<file path="config.mk">
export PLATFORM = sky130hd
export DESIGN_NAME = pingpong_bank_ctrl_flat
export DESIGN_NICKNAME = d
export VERILOG_FILES = /design/src/rtl/pingpong_bank_ctrl_if.sv /design/src/rtl/pingpong_bank_ctrl.sv /design/src/flat_wrapper.sv
export SDC_FILE = /design/constraint.sdc
export NUM_CORES = 1
export LEC_CHECK = 0
export ABC_AREA = 1
export BUFFER_PORTS_ARGS = -buffer_cell sky130_fd_sc_hd__buf_2
export CAP_MARGIN = 20
export CORE_ASPECT_RATIO = 0.8
export CORE_MARGIN = 1
export CORE_UTILIZATION = 30
export DETAILED_ROUTE_END_ITERATION = 16
export PLACE_DENSITY = 0.58
export SETUP_SLACK_MARGIN = 0.2
export SLEW_MARGIN = 20
export SYNTH_ARGS = -nofsm -noshare
export SYNTH_HDL_FRONTEND = slang
export SYNTH_SLANG_ARGS = --single-unit
</file>
<file path="constraint.sdc">
create_clock -name clk -period 1.94 [get_ports clk]
set_clock_uncertainty 0.1 [all_clocks]
set_input_delay 0.388 -clock clk [delete_from_list [all_inputs] [get_ports clk]]
set_output_delay 0.388 -clock clk [all_outputs]
set_load 0.005 [all_outputs]
</file>
<file path="src/rtl/pingpong_bank_ctrl_if.sv">
// Handshake bundle between the stream writer, the ping-pong bank controller and
// the frame reader. The controller sits on the slave modport.
interface pingpong_bank_ctrl_if #(
    parameter int ADDRBITS = 7
);
    logic                finisha;
    logic [ADDRBITS-1:0] wr_addr;
    logic                readya;
    logic                wr_bank;
    logic                rd_start;
    logic                rd_bank;
    logic [ADDRBITS:0]   rd_len;
    logic                rd_done;
    logic [1:0]          pending;
    logic                err_ovf;
    logic                err_unf;

    modport master (
        output finisha, wr_addr, rd_done,
        input  readya, wr_bank, rd_start, rd_bank, rd_len, pending, err_ovf, err_unf
    );

    modport slave (
        input  finisha, wr_addr, rd_done,
        output readya, wr_bank, rd_start, rd_bank, rd_len, pending, err_ovf, err_unf
    );
endinterface

</file>
<file path="src/rtl/pingpong_bank_ctrl.sv">
// Two-bank ping-pong scheduler: tracks bank ownership between the stream writer
// and the frame reader, and hands frames out in arrival order with their lengths.
module pingpong_bank_ctrl #(
    parameter int ADDRBITS = 7
) (
    input  logic                 clk,
    input  logic                 rst,
    pingpong_bank_ctrl_if.slave  bus
);
    localparam logic [1:0] ST_FREE    = 2'd0;
    localparam logic [1:0] ST_FULL    = 2'd1;
    localparam logic [1:0] ST_READING = 2'd2;

    localparam logic [ADDRBITS:0] LEN_ONE = {{ADDRBITS{1'b0}}, 1'b1};

    logic [1:0][1:0]        bank_st;
    logic [1:0][1:0]        bank_nx;
    logic [1:0][ADDRBITS:0] len_q;
    logic [1:0][ADDRBITS:0] len_nx;
    logic                   wptr;
    logic                   wptr_nx;
    logic                   rptr;
    logic                   rptr_nx;

    logic                   readya_q;
    logic                   readya_nx;
    logic [1:0]             pending_q;
    logic [1:0]             pending_nx;
    logic                   rd_start_q;
    logic                   rd_bank_q;
    logic [ADDRBITS:0]      rd_len_q;
    logic                   err_ovf_q;
    logic                   err_unf_q;

    logic                   any_reading;
    logic                   wr_ok;
    logic                   wr_ovf;
    logic                   rd_ok;
    logic                   rd_unf;
    logic                   dispatch;

    // All event decisions look at registered state only, so a bank freed by
    // rd_done cannot be re-dispatched in the same cycle.
    always_comb begin
        any_reading = (bank_st[0] == ST_READING) || (bank_st[1] == ST_READING);
        wr_ok       = bus.finisha && (bank_st[wptr] == ST_FREE);
        wr_ovf      = bus.finisha && (bank_st[wptr] != ST_FREE);
        rd_ok       = bus.rd_done && (bank_st[rptr] == ST_READING);
        rd_unf      = bus.rd_done && !any_reading;
        dispatch    = !any_reading && (bank_st[rptr] == ST_FULL);
    end

    always_comb begin
        // NOTE: defaults first so every path assigns every signal; no latches.
        bank_nx = bank_st;
        len_nx  = len_q;
        wptr_nx = wptr;
        rptr_nx = rptr;

        if (wr_ok) begin
            bank_nx[wptr] = ST_FULL;
            len_nx[wptr]  = {1'b0, bus.wr_addr} + LEN_ONE;
            wptr_nx       = ~wptr;
        end

        if (rd_ok) begin
            bank_nx[rptr] = ST_FREE;
            rptr_nx       = ~rptr;
        end

        // Dispatch excludes rd_ok (it needs no bank READING) and targets a FULL
        // bank, so it never collides with the write update above.
        if (dispatch) begin
            bank_nx[rptr] = ST_READING;
        end

        readya_nx  = (bank_nx[wptr_nx] == ST_FREE);
        pending_nx = {1'b0, bank_nx[0] == ST_FULL} + {1'b0, bank_nx[1] == ST_FULL};
    end

    // NOTE: sequential state uses non-blocking assignments only.
    // NOTE: the two length registers are plain flops and are reset with the rest.
    always_ff @(posedge clk or posedge rst) begin
        if (rst) begin
            bank_st    <= {ST_FREE, ST_FREE};
            len_q      <= '0;
            wptr       <= 1'b0;
            rptr       <= 1'b0;
            readya_q   <= 1'b1;
            pending_q  <= 2'd0;
            rd_start_q <= 1'b0;
            rd_bank_q  <= 1'b0;
            rd_len_q   <= '0;
            err_ovf_q  <= 1'b0;
            err_unf_q  <= 1'b0;
        end else begin
            bank_st    <= bank_nx;
            len_q      <= len_nx;
            wptr       <= wptr_nx;
            rptr       <= rptr_nx;
            readya_q   <= readya_nx;
            pending_q  <= pending_nx;
            rd_start_q <= dispatch;
            if (dispatch) begin
                rd_bank_q <= rptr;
                rd_len_q  <= len_q[rptr];
            end
            if (wr_ovf) begin
                err_ovf_q <= 1'b1;
            end
            if (rd_unf) begin
                err_unf_q <= 1'b1;
            end
        end
    end

    assign bus.readya   = readya_q;
    assign bus.wr_bank  = wptr;
    assign bus.rd_start = rd_start_q;
    assign bus.rd_bank  = rd_bank_q;
    assign bus.rd_len   = rd_len_q;
    assign bus.pending  = pending_q;
    assign bus.err_ovf  = err_ovf_q;
    assign bus.err_unf  = err_unf_q;
endmodule

</file>
<file path="src/flat_wrapper.sv">
// flat-port wrapper written by rule: the top's interface ports become plain ports
module pingpong_bank_ctrl_flat 
#(
    parameter int ADDRBITS = 7
)
  (clk, rst, bus_finisha, bus_wr_addr, bus_rd_done, bus_readya, bus_wr_bank, bus_rd_start, bus_rd_bank, bus_rd_len, bus_pending, bus_err_ovf, bus_err_unf);
  pingpong_bank_ctrl_if #(.ADDRBITS(ADDRBITS)) bus_i ();
  input  logic clk;
  input  logic rst;
  input wire logic [$bits(bus_i.finisha)-1:0] bus_finisha;
  input wire logic [$bits(bus_i.wr_addr)-1:0] bus_wr_addr;
  input wire logic [$bits(bus_i.rd_done)-1:0] bus_rd_done;
  output wire logic [$bits(bus_i.readya)-1:0] bus_readya;
  output wire logic [$bits(bus_i.wr_bank)-1:0] bus_wr_bank;
  output wire logic [$bits(bus_i.rd_start)-1:0] bus_rd_start;
  output wire logic [$bits(bus_i.rd_bank)-1:0] bus_rd_bank;
  output wire logic [$bits(bus_i.rd_len)-1:0] bus_rd_len;
  output wire logic [$bits(bus_i.pending)-1:0] bus_pending;
  output wire logic [$bits(bus_i.err_ovf)-1:0] bus_err_ovf;
  output wire logic [$bits(bus_i.err_unf)-1:0] bus_err_unf;
  assign bus_i.finisha = bus_finisha;
  assign bus_i.wr_addr = bus_wr_addr;
  assign bus_i.rd_done = bus_rd_done;
  assign bus_readya = bus_i.readya;
  assign bus_wr_bank = bus_i.wr_bank;
  assign bus_rd_start = bus_i.rd_start;
  assign bus_rd_bank = bus_i.rd_bank;
  assign bus_rd_len = bus_i.rd_len;
  assign bus_pending = bus_i.pending;
  assign bus_err_ovf = bus_i.err_ovf;
  assign bus_err_unf = bus_i.err_unf;
  pingpong_bank_ctrl #(.ADDRBITS(ADDRBITS)) u_core (.clk(clk), .rst(rst), .bus(bus_i));
endmodule
</file>
# Yosys cells after proc, flatten, opt, wreduce, memory -nomap -nowiden
# Cells that the tools add are included.
[totals]
reg_bits = 37
latch_bits = 0
mem_bits_rw = 0
rom_bits = 0
input_bits = 11
out_inout_bits = 16
mem_count = 0
[classes]
addsub = 2
mul = 0
div = 0
order_cmp = 5
eq_ne = 6
shift = 0
mux = 19
bitwise = 10
reduce_logical = 12
[op_table]
columns = ["cell", "n"]
rows = [
  ["$mux 8", 3],
  ["$bwmux 16", 1],
  ["$mux 2", 8],
  ["$mux 4", 3],
  ["$add 7x1->8 const B", 1],
  ["$demux 8 s1", 1],
  ["$logic_and 1x1->1", 7],
  ["$eq 2x1->1 const B", 3],
  ["$eq 2x2->1 const B", 3],
  ["$lt 1x2->1 const B", 3],
  ["$and 2x2->2", 2],
  ["$and 4x4->4", 1],
  ["$demux 2 s1", 2],
  ["$logic_not 2->1", 2],
  ["$not 2->2", 2],
  ["$not 4->4", 1],
  ["$or 2x2->2", 2],
  ["$add 1x1->2", 1],
  ["$ge 1x1->1 const B", 2],
  ["$not 1->1", 2],
  ["$reduce_bool 2->1", 1],
  ["$logic_not 1->1", 1],
  ["$logic_or 1x1->1", 1],
  ["$mux 1", 1],
]

# Depth between registers and ports, before layout
[depth]
word_depth = 14
mapped_depth = 10
ltp_nobuf = 10

# Worst setup path before layout
# OpenSTA, ideal clock, no wires.
[synth_path]
kind = "register to register"
start = "reg u_core.wptr, in the netlist u_core.bus.wr_bank"
end = "reg u_core.len_q[15] (netlist name)"
arrival_ns = 1.476
t_required_ns = 1.704
path_slack_ns = 0.228
stages_incl_launch_ff = 10
path_buffers = 1
path_cell_list = "dfrtp_1 > inv_1 > o31ai_1 > inv_1 > nor2_1 > ha_1 > inv_1 > clkbuf_1 > nand2_1 > o21ai_0"
[synth_via]
elab_chain_len = 5
word_cells_on_any_way = 10
classes_between = "order compare (2); mux (5); reduce/logical (3)"
[synth_lines]
columns = ["item", "line_no", "text"]
rows = [
  ["from (decl)", "pingpong_bank_ctrl.sv:20", "logic wptr;"],
  ["from (signal assigned)", "pingpong_bank_ctrl.sv:99", "wptr <= wptr_nx;"],
  ["$lt 1x2->1 (not written as such) / $ge 1x1->1 (equally long branches)", "pingpong_bank_ctrl.sv:62", "len_nx[wptr] = {1'b0, bus.wr_addr} + LEN_ONE;"],
  ["$logic_and 1x1->1 (not written as such)", "pingpong_bank_ctrl.sv:62", ""],
  ["$mux 8 (not written as such)", "pingpong_bank_ctrl.sv:62", ""],
  ["$demux 8 s1", "-", ""],
  ["$bwmux 16", "pingpong_bank_ctrl.sv:62", ""],
  ["to (signal assigned)", "pingpong_bank_ctrl.sv:98", "len_q <= len_nx;"],
  ["to (decl)", "pingpong_bank_ctrl.sv:18", "logic [1:0][ADDRBITS:0] len_q;"],
]
# Several ways; a longest one is shown, not always the timed one. The select of a mux whose other input is x is not followed.
# A chain may end at the register's enable or synchronous reset.

==> qor.txt <==
status - completed
Distinct cells, synth - 30
clock slew at reported path FFs - 0.07 ns
Max FO, Critical Path - 9
TritonCTS buffer count - 5
worst path required time - 2.02 ns
FF+latch count, synth - 37
clk sink count - 37
drt pass-1 iters - 4
H-tree depth - 2
Detailed Route WL - 3.778 mm
CTS tree - done
vias - 1,369
Layout area overhead - 29.63%
Slowest Stage Delay on Critical Path - 0.51 ns
post-route minimum period - 1.710 ns
Min-Delay Path Class - input port to async pin
Die H - 69.12 µm
Cell Chain, Critical Path - o21ai_2 -> nand2_4 -> nor2_4 -> nor2_4 -> inv_2 -> nor2_1 -> ha_1
worst skew pair latency - 0.29 ns
DP HPWL - 2.633 mm
Total Routing Usage GR - 13.98%
most frequent cell after synthesis - nand2_1
Syn Area/Cell - 9.180 µm²
routability-driven placement congestion ratio - 0.8315
Via-to-Cell Ratio - 4.430
Worst VDD drop - 689.9 µV
fin crit share - 88.14%
CTS Buffer Depth - 2
Routed Antenna Nets - 0
placed inst area - 1951 µm²
Synth top cells by count - 57 x nand2_1, 36 x dfrtp_1, 17 x inv_1
Max Cap Viol - 0
Final Hold Fails - 0
largest net degree at the start of global routing - 38
endpoints failing setup - 0
P_leak - 1.086 nW
Critical-path top delay cell - dfrtp_2
n_diodes - 0
Synth area leader - dfrtp_1
drt drc - 0
post-route cell area - 2190 µm²
yosys warns - 0
cell count after synthesis - 184
critical path startpoint category - register
nets - 245
post-synthesis sequential area ratio - 54.89%
die area - 5936 µm²
CP Capture Type - register
EDFF count, synth - 0
Root Driver - clkbuf_8
max-slew violations - 0
first-pass GRT wire length - 6.265 mm
I/O pin total - 27
PD cells - 1653 nW/µm²
Die Wd - 85.89 µm
measured slew at the worst slew-check pin - 0.4587 ns
Yosys top cell area share - 53.33%
Cell Area, Synth - 1689 µm²
CP most frequent cell - nor2_4
top_reg_cell synth - dfrtp_1
Synth async-reset ratio - 100.0%
crit path kind - register to register
hold buffers post-CTS - 0
port buffer count - 26
core box area - 5435 µm²
FMAX - 584.8 MHz
power consumption - 3.618 mW
main area contributors after synthesis - dfrtp_1 53%, nand2_1 13%, inv_1 3.8%, o21ai_0 3.6%, nand3_1 3.3%
gr ovfl total - 0
starting density of the core - 31.08%
DR iter-0 viols - 101
Slew headroom - 69.42%
initial antenna violation count - 0
Synthesized Nets - 199
# rows - 24
via count of the first global-routing pass - 1,279
DR WL/cell - 12.23 µm
WP data arrival - 1.79 ns
unrepaired setup endpoints after global routing - no
share of post-route cells with drive strength above 1 - 35.93%
## repair_timing
action	4_1_cts	5_1_grt
endpoints found under the setup margin	17	19
buffers inserted	0	8
pin swaps	0	9
resized for setup	5	22
## sequential cells by signal, summed over array words and instances (netlist names)
| signal | flops |
|---|---|
| u_core.len_q | 16 |
| u_core.bus.rd_len | 8 |
| u_core.bus.err_ovf | 1 |
| u_core.bus.wr_bank | 1 |
| u_core.bus.err_unf | 1 |
| u_core.bus.pending | 2 |
| u_core.bus.readya | 1 |
| u_core.rptr | 1 |
| u_core.bank_st | 4 |
| u_core.bus.rd_start | 1 |
| u_core.bus.rd_bank | 1 |
## power by group
part,switching [mW],internal (mW)
Combinational,0.966,0.750
Clock,0.274,0.321
Sequential,0.211,1.10
## layer usage
metal	GRT usage [%]	vias to the layer above	part of all wire (%)
met5	0	-	0
met4	6.111	0	0.56
met3	3.593	2	6.0
met2	17.90	37	42
met1	21.66	649	52
li1	-	681	-
## stage by stage
step                       TNS, ns  setup slack, ns  utilization, %  hold slack [ns]  instances
after floorplan                  0           0.2277               -           0.3422        184
after global placement           0          0.07332           35.89           0.3372        293
after detailed placement  -0.01016         -0.01016           35.89           0.3405        293
after CTS                        0           0.1775           37.94           0.1136        301
after global routing             0           0.1386           40.29           0.1761        309
final                            0           0.2300           40.29          0.09389        309
## final timing paths
| kind | slack, ns | startpoint | cells past startpoint | endpoint |
|---|---|---|---|---|
| max reg2reg | 0.23 | u_core.rptr$_DFFE_PP0N_ | 7 | u_core.bus.pending[0]$_DFF_PP0_ |
| min in group clk | 0.26 | bus_wr_addr[0] | 2 | u_core.len_q[0]$_DFFE_PP0P_ |
| min reg2reg | 0.35 | u_core.bus.err_unf$_DFFE_PP0P_ | 1 | u_core.bus.err_unf$_DFFE_PP0P_ |
| min | 0.09 | rst | 3 | u_core.bus.rd_len[0]$_DFFE_PP0N_ |
| max in group asynchronous | 1.29 | rst | 3 | u_core.bus.readya$_DFF_PP1_ |
| max | 0.23 | u_core.rptr$_DFFE_PP0N_ | 7 | u_core.bus.pending[0]$_DFF_PP0_ |
## cells in the final DEF (no fill, tap or decap)
cell type,n
a21o_1,1
a31oi_1,6
and3_1,1
buf_2,26
buf_4,15
buf_6,1
clkbuf_8,7
clkinv_2,2
dfrtp_1,35
dfrtp_2,1
dfstp_2,1
ha_1,2
ha_2,2
inv_1,11
inv_2,9
inv_4,1
inv_6,1
nand2_1,56
nand2_2,3
nand2_4,2
nand3_1,10
nand3_2,1
nand3_4,1
nand4_1,1
nor2_1,4
nor2_2,2
nor2_4,4
nor3_1,1
o211ai_1,2
o21ai_0,11
o21ai_1,1
o21ai_2,1
o21bai_1,1
o21bai_4,2
o31ai_4,1
xnor2_1,2
xor2_1,3
## final cells by class
type                    count  area, µm²
flip-flops and latches     37      928.4
clock buffers               7      96.34
clock inverters             1      5.005
well taps                  78      97.59
fillers                   544       3246
repair buffers             42      254.0
inverters                  23      95.09
multi-input cells         121      713.2
## critical path, delay by kind of cell (launching register included)
kind	cells	cell delay [ns]
fa+ha+maj	1	0.28
flops	1	0.51
buf+inv	1	0.06
compound gates	1	0.29
simple gates	4	0.36
## logic make-up after synthesis
| group | count (synthesis) | share of synthesized area [%] |
|---|---|---|
| AND/OR/NAND/NOR | 86 | 22.44 |
| flip-flops | 37 | 54.89 |
| AO/OA/AOI/OAI | 26 | 10.07 |
| buffers and inverters | 26 | 7.036 |
| XOR/XNOR | 5 | 2.593 |
| adder cells (fa/ha/maj) | 4 | 2.963 |
(Power assumes the default switching activity.)
